<file path="src/rtl/core_periph_demux.sv">
// Purpose: route one core request port to NB_SLAVES peripheral slaves by address window,
//          and answer out-of-window accesses with an error response one cycle after the grant.
// Latency: request, grant and slave responses pass through combinationally; decode errors respond 1 cycle after grant.
// Backpressure: core_gnt_o follows the target slave's grant. It is held low at MAX_OUTSTANDING, and while
//               draining toward a different target.
// Ports: clk_i/rst_i (sync, active-high); core_* request/response; slv_* flattened per-slave
//        buses (slave i occupies slice [i*W +: W]); outstanding_o count; spurious_rsp_o sticky flag.
module core_periph_demux #(
    parameter int                      NB_SLAVES       = 11,
    parameter int                      ADDR_WIDTH      = 32,
    parameter int                      DATA_WIDTH      = 32,
    parameter logic [ADDR_WIDTH-1:0]   BASE_ADDR       = ADDR_WIDTH'(32'h1020_0000),
    parameter int                      REGION_BITS     = 10,
    parameter int                      MAX_OUTSTANDING = 4,
    parameter logic [DATA_WIDTH-1:0]   ERR_DATA        = DATA_WIDTH'(32'hBADC_AB1E)
) (
    input  logic                              clk_i,
    input  logic                              rst_i,
    input  logic                              core_req_i,
    input  logic [ADDR_WIDTH-1:0]             core_add_i,
    input  logic                              core_wen_i,
    input  logic [DATA_WIDTH-1:0]             core_data_i,
    input  logic [DATA_WIDTH/8-1:0]           core_be_i,
    output logic                              core_gnt_o,
    output logic                              core_r_valid_o,
    output logic [DATA_WIDTH-1:0]             core_r_data_o,
    output logic                              core_r_err_o,
    output logic [NB_SLAVES-1:0]              slv_req_o,
    output logic [NB_SLAVES*ADDR_WIDTH-1:0]   slv_add_o,
    output logic [NB_SLAVES-1:0]              slv_wen_o,
    output logic [NB_SLAVES*DATA_WIDTH-1:0]   slv_data_o,
    output logic [NB_SLAVES*DATA_WIDTH/8-1:0] slv_be_o,
    input  logic [NB_SLAVES-1:0]              slv_gnt_i,
    input  logic [NB_SLAVES-1:0]              slv_r_valid_i,
    input  logic [NB_SLAVES*DATA_WIDTH-1:0]   slv_r_data_i,
    output logic [3:0]                        outstanding_o,
    output logic                              spurious_rsp_o
);

    localparam int IW = (NB_SLAVES > 1) ? $clog2(NB_SLAVES) : 1;
    localparam logic [3:0]            MAX_CNT = 4'(MAX_OUTSTANDING);
    localparam logic [ADDR_WIDTH-1:0] NB_A    = ADDR_WIDTH'(NB_SLAVES);

    localparam logic [1:0] S_IDLE   = 2'd0;
    localparam logic [1:0] S_ACTIVE = 2'd1;
    localparam logic [1:0] S_DRAIN  = 2'd2;

    logic [1:0]      state;
    logic [3:0]      cnt;
    logic [IW-1:0]   tgt_idx;
    logic            tgt_err;   // locked target is the error pseudo-slave
    logic            err_pend;  // error request granted last cycle, answer now
    logic            spur;

    logic [ADDR_WIDTH-1:0] offset;
    logic [ADDR_WIDTH-1:0] region;
    logic                  dec_err;
    logic [IW-1:0]         dec_idx;
    logic                  same_tgt;
    logic                  admit;
    logic                  fwd;
    logic                  sel_gnt;
    logic                  gnt;
    logic                  locked_ok;
    logic                  rsp_slv_vld;
    logic [DATA_WIDTH-1:0] rsp_slv_dat;
    logic                  rsp_slv;
    logic                  rsp;
    logic                  spur_evt;
    logic [3:0]            cnt_nxt;

    // Address decode
    assign offset  = core_add_i - BASE_ADDR;
    assign region  = offset >> REGION_BITS;
    assign dec_err = (core_add_i < BASE_ADDR) || (region >= NB_A);
    assign dec_idx = region[IW-1:0];

    // An error request matches an error lock; a slave request must hit the same index.
    assign same_tgt = tgt_err ? dec_err : (!dec_err && (dec_idx == tgt_idx));

    always_comb begin
        admit = 1'b0;
        case (state)
            S_IDLE:   admit = 1'b1;
            S_ACTIVE: admit = same_tgt && (cnt < MAX_CNT);
            default:  admit = 1'b0;
        endcase
    end

    assign fwd = core_req_i && admit && !rst_i;

    // A slave response is only genuine from the locked slave with something in flight.
    assign locked_ok = (state != S_IDLE) && !tgt_err && (cnt != 4'd0);

    always_comb begin
        sel_gnt     = 1'b0;
        rsp_slv_vld = 1'b0;
        rsp_slv_dat = '0;
        spur_evt    = 1'b0;
        slv_req_o   = '0;
        for (int i = 0; i < NB_SLAVES; i++) begin
            if (dec_idx == IW'(i)) begin
                sel_gnt      = slv_gnt_i[i];
                slv_req_o[i] = fwd && !dec_err;
            end
            if (tgt_idx == IW'(i)) begin
                rsp_slv_vld = slv_r_valid_i[i];
                rsp_slv_dat = slv_r_data_i[i*DATA_WIDTH +: DATA_WIDTH];
            end
            if (slv_r_valid_i[i] && !(locked_ok && (tgt_idx == IW'(i))))
                spur_evt = 1'b1;
        end
    end

    // Decode errors are granted locally without involving any slave.
    assign gnt     = fwd && (dec_err || sel_gnt);
    assign rsp_slv = locked_ok && rsp_slv_vld;
    assign rsp     = !rst_i && (err_pend || rsp_slv);

    always_comb begin
        if (gnt && !rsp)
            cnt_nxt = cnt + 4'd1;
        else if (!gnt && rsp)
            cnt_nxt = cnt - 4'd1;
        else
            cnt_nxt = cnt;
    end

    always_ff @(posedge clk_i) begin
        if (rst_i) begin
            state    <= S_IDLE;
            cnt      <= 4'd0;
            tgt_idx  <= '0;
            tgt_err  <= 1'b0;
            err_pend <= 1'b0;
            spur     <= 1'b0;
        end else begin
            cnt      <= cnt_nxt;
            err_pend <= gnt && dec_err;
            if (spur_evt)
                spur <= 1'b1;
            case (state)
                S_IDLE: begin
                    if (gnt) begin
                        state   <= S_ACTIVE;
                        tgt_idx <= dec_err ? '0 : dec_idx;
                        tgt_err <= dec_err;
                    end
                end
                default: begin
                    // Emptying wins over a new drain request; the waiting request is admitted from IDLE.
                    if (cnt_nxt == 4'd0)
                        state <= S_IDLE;
                    else if ((state == S_ACTIVE) && core_req_i && !same_tgt)
                        state <= S_DRAIN;
                end
            endcase
        end
    end

    // Broadcast request payload; only slv_req_o selects the slave.
    assign slv_add_o  = {NB_SLAVES{core_add_i}};
    assign slv_wen_o  = {NB_SLAVES{core_wen_i}};
    assign slv_data_o = {NB_SLAVES{core_data_i}};
    assign slv_be_o   = {NB_SLAVES{core_be_i}};

    assign core_gnt_o     = gnt;
    assign core_r_valid_o = rsp;
    assign core_r_err_o   = !rst_i && err_pend;
    assign core_r_data_o  = rst_i    ? '0 :
                            err_pend ? ERR_DATA :
                            rsp_slv  ? rsp_slv_dat : '0;
    assign outstanding_o  = rst_i ? 4'd0 : cnt;
    assign spurious_rsp_o = !rst_i && spur;

endmodule

</file>
<file path="config.mk">
export PLATFORM = sky130hd
export DESIGN_NAME = core_periph_demux
export DESIGN_NICKNAME = d
export VERILOG_FILES = /design/src/rtl/core_periph_demux.sv
export SDC_FILE = /design/constraint.sdc
export NUM_CORES = 1
export LEC_CHECK = 0
export BUFFER_PORTS_ARGS = -buffer_cell sky130_fd_sc_hd__buf_2
export CORE_AREA = 10 10 475 477
export CTS_CLUSTER_SIZE = 14
export DETAILED_ROUTE_END_ITERATION = 8
export DIE_AREA = 0 0 485 487
export PLACE_DENSITY_LB_ADDON = 0.3
export SLEW_MARGIN = 25
export SYNTH_ARGS = -nofsm -noshare
export SYNTH_HDL_FRONTEND = slang
export SYNTH_SLANG_ARGS = --single-unit
</file>
<file path="constraint.sdc">
create_clock -name clk_i -period 2.5 [get_ports clk_i]
set_input_delay 0.25 -clock clk_i [delete_from_list [all_inputs] [get_ports clk_i]]
set_output_delay 0.25 -clock clk_i [all_outputs]
set_load 0.005 [all_outputs]
</file>
==> metrics <==
most used flip-flop cell after synthesis=dfxtp_1; Register Area=278 um2; starting DRC count in detailed routing=609; areal power density over the cells=168 nW/um2; FF-to-FF path depth=13; Worst Tran Pin Value=786 ps; type of the setup path with the least slack=reg2out; setup repair after global routing missed its margin=true; kind of path behind the tightest hold check=in2reg; Initial Util=4.50%; maximum number of pins on one net before global-route repair=27; fillcell total=25600; proportion of synthesized chip area in sequential cells=2.68%; Core Footprint=216000 um2; number of port buffers=691; register-to-register setup slack=-290 ps; Setup violations, final=56; switching portion of total power=45.8%; post-synthesis cell type with the largest combined area=buf_4; number of search-and-repair iterations in the first detailed-routing pass=7; Worst Path Max Fanout=4; number of placement rows=171; routability congestion estimate=0.731; I/O Pins=1256; half-perimeter wire length after placement=110000 um; Maximum Capacitance Violations=0; Synth warnings=0; first-pass GRT wire length=143000 um; non-filler cells in the finished layout=4301; combinational share of power=75.8%; sort of element at the start of the critical path=register; final wirelength=123000 um; ranking of synthesized cells by area=buf_4, mux4_2, a21oi_1; width of the die=485 um; crit path cell chain=buf_16, mux4_2, a222oi_1, a21oi_1, a211oi_2, o21ai_2, buf_6; violated checks=setup timing; final hold violations=0; final-layout worst hold slack=386 ps; signed area change from the synthesized netlist to the final layout=43.0%; fraction of the cycle the final worst path needs=120%; H-tree Lvls=1; GR Util All Layers=9.64%; hold buffer count at CTS=0; multi-input gate area in the final layout=4190 um2; commonest cells after routing, fill and taps aside=buf_2, buf_4, nand2_1; most common cell after layout, fill and taps aside=buf_2; headroom to the max-slew limit=47.6%; CP Capture Type=output pin; post-synthesis instance total=1308; FF-to-FF End=state[0]; Max IR drop VDD=159 uV; number of nets at the end of the flow=1852; P_int=1270 uW; post-synth design cell area=9720 um2; share of the synthesized area in the top cell type=58.7%; worst setup skew after layout=1.76 ps; Seq cells post-synth=13; startpoint of the most critical register-to-register path=tgt_idx[0]; Clk network pwr share=13.4%; net count after synthesis=1757; CP max stage cell=a222oi_1; layout cells sized above 1=76.2%; data required time of the critical path=2250 ps; highest clock frequency the design can meet=0.333 GHz; detailed-route wire length per cell=28.5 um; total placed instance area=12200 um2; crit path capture=core_r_data_o[8]; FFs w/ async S/R, synth=0%; source of the critical timing path=tgt_idx[0]; Die Ht=487 um; worst setup margin=-503 ps; clock transition at the registers of the reported paths=50 ps; final worst path period need=3000 ps; CP arrival=2750 ps; Flop pwr share=10.8%; max-slew violation total from the final report=0; placed cell count=4202; # clock sinks=13; buffer and inverter count on the worst path=2; outcome=complete, but fails checks; total DRC errors in the routed layout=0; number of antenna-violating nets in the routed design=0; number of vias in the routed layout=10100; synthesized area divided by synthesized cell count=7.43 um2; logic depth of the worst path, buffers included=7; switching power of the nets=1070 uW; worst-case clock buffer depth=2; Clock Latency Late Sink=250 ps; Setup WS pre-CTS=-839 ps; clock tree from TritonCTS=built; number of flops mapped to enable cells by yosys=0; Worst path top cell family by delay=compound AO/OA/AOI/OAI gates; crit-path max cell delay=640 ps; hold path cells=3; via count of the first global-routing pass=10500; die area=236000 um2; leakage=0.00530 uW; summed area of non-filler cells in the final layout=13900 um2; GR Overflow Total=0; initial antenna violation count=204; TritonCTS buffer count=3; count of different cell masters after synthesis=65; Clk Tree Root Cell=clkbuf_16; via density per instance=2.34
[final cells by class]
type,count,share of cell area [%]
inverter,12,0.324
clock inverter,1,0.0360
sequential,13,2.00
clock buffer,3,0.540
antenna,45,0.810
timing repair buffer,901,40.5
multi-input combinational,472,30.1
tap,2854,25.7
[logic make-up after synthesis]
group,after synthesis,share of synthesized area (%)
compound gates,212,15.0
xor+xnor,8,0.721
fa+ha+maj,3,0.386
buf+inv,823,61.4
flops,13,2.68
mux,63,10.0
simple gates,186,9.74
[worst min path at each step]
stage / startpoint / endpoint / slack [ps]
floorplan: slv_r_valid_i[5] / spur / 460
global placement: core_data_i[11] / slv_data_o[203] / 500
finish: slv_r_valid_i[5] / spur / 390
CTS: slv_r_valid_i[5] / spur / 380
detailed placement: core_data_i[11] / slv_data_o[203] / 500
global route: slv_r_valid_i[5] / spur / 420
[power by group through the flow]
stage               Clock [uW]  Combinational (uW)  Sequential, uW
global route               331                1920             257
floorplan                    0                1380             263
global placement             0                1640             257
finish                     314                1780             253
detailed placement           0                1640             256
CTS                        319                1810             254
[per-stage QoR]
step                setup TNS (ps)  util, %  power (uW)
global route                -20000     6.41        2510
floorplan                        0        -        1640
finish                      -14320     6.44        2340
global placement            -15480     5.67        1900
CTS                         -16770     6.28        2390
detailed placement          -16410     5.67        1900
[flip-flops by register name, indices dropped and copies added, names as in the netlist]
| signal | count |
|---|---|
| state | 2 |
| err_pend | 1 |
| tgt_err | 1 |
| spur | 1 |
| cnt | 4 |
| tgt_idx | 4 |
[Yosys cell counts (3+ instances only)]
cell type / count
a22oi_1: 26
nand2_1: 49
or3_1: 3
a31oi_1: 16
o21ai_0: 34
mux2_2: 15
nor3_1: 13
a221o_1: 4
xor2_1: 3
mux4_2: 26
buf_4: 761
nor2b_1: 9
nand2b_1: 9
and2_1: 4
buf_2: 16
o22ai_1: 3
buf_1: 9
ha_1: 3
mux2i_1: 22
nand4_1: 11
a221oi_1: 13
nor2_1: 47
nand3_1: 11
a222oi_1: 21
a41oi_1: 3
dfxtp_1: 13
a211oi_1: 8
nand3b_1: 4
a22o_1: 8
o211ai_1: 4
clkbuf_1: 23
xnor2_1: 5
or2_2: 4
nor4_1: 5
a21oi_1: 56
inv_1: 11
[per-layer routing]
layer	track usage (%)	wire [um]
met5	0	927
met1	8.85	38900
met2	17.5	61100
met4	2.59	4140
met3	6.30	17500
[worst register-to-register path, stage by stage (launching register included)]
cell,delay [ps]
dfxtp_4,370
buf_16,150
buf_4,180
buf_12,180
buf_12,140
xor2_1,160
nor3_2,140
buf_4,160
o32a_1,160
o221a_4,320
mux2i_2,260
xor2_1,230
nor3_2,90
o31ai_2,170
[what timing repair did]
| item | in CTS | in global routing |
|---|---|---|
| resized for setup | 197 | 41 |
| buffers inserted | 42 | 9 |
| pin swaps | 40 | 27 |
| setup endpoints to repair | 55 | 56 |
| gates cloned | 4 | 2 |
| hold endpoints to repair | 0 | 0 |
(Power assumes the default switching activity.)
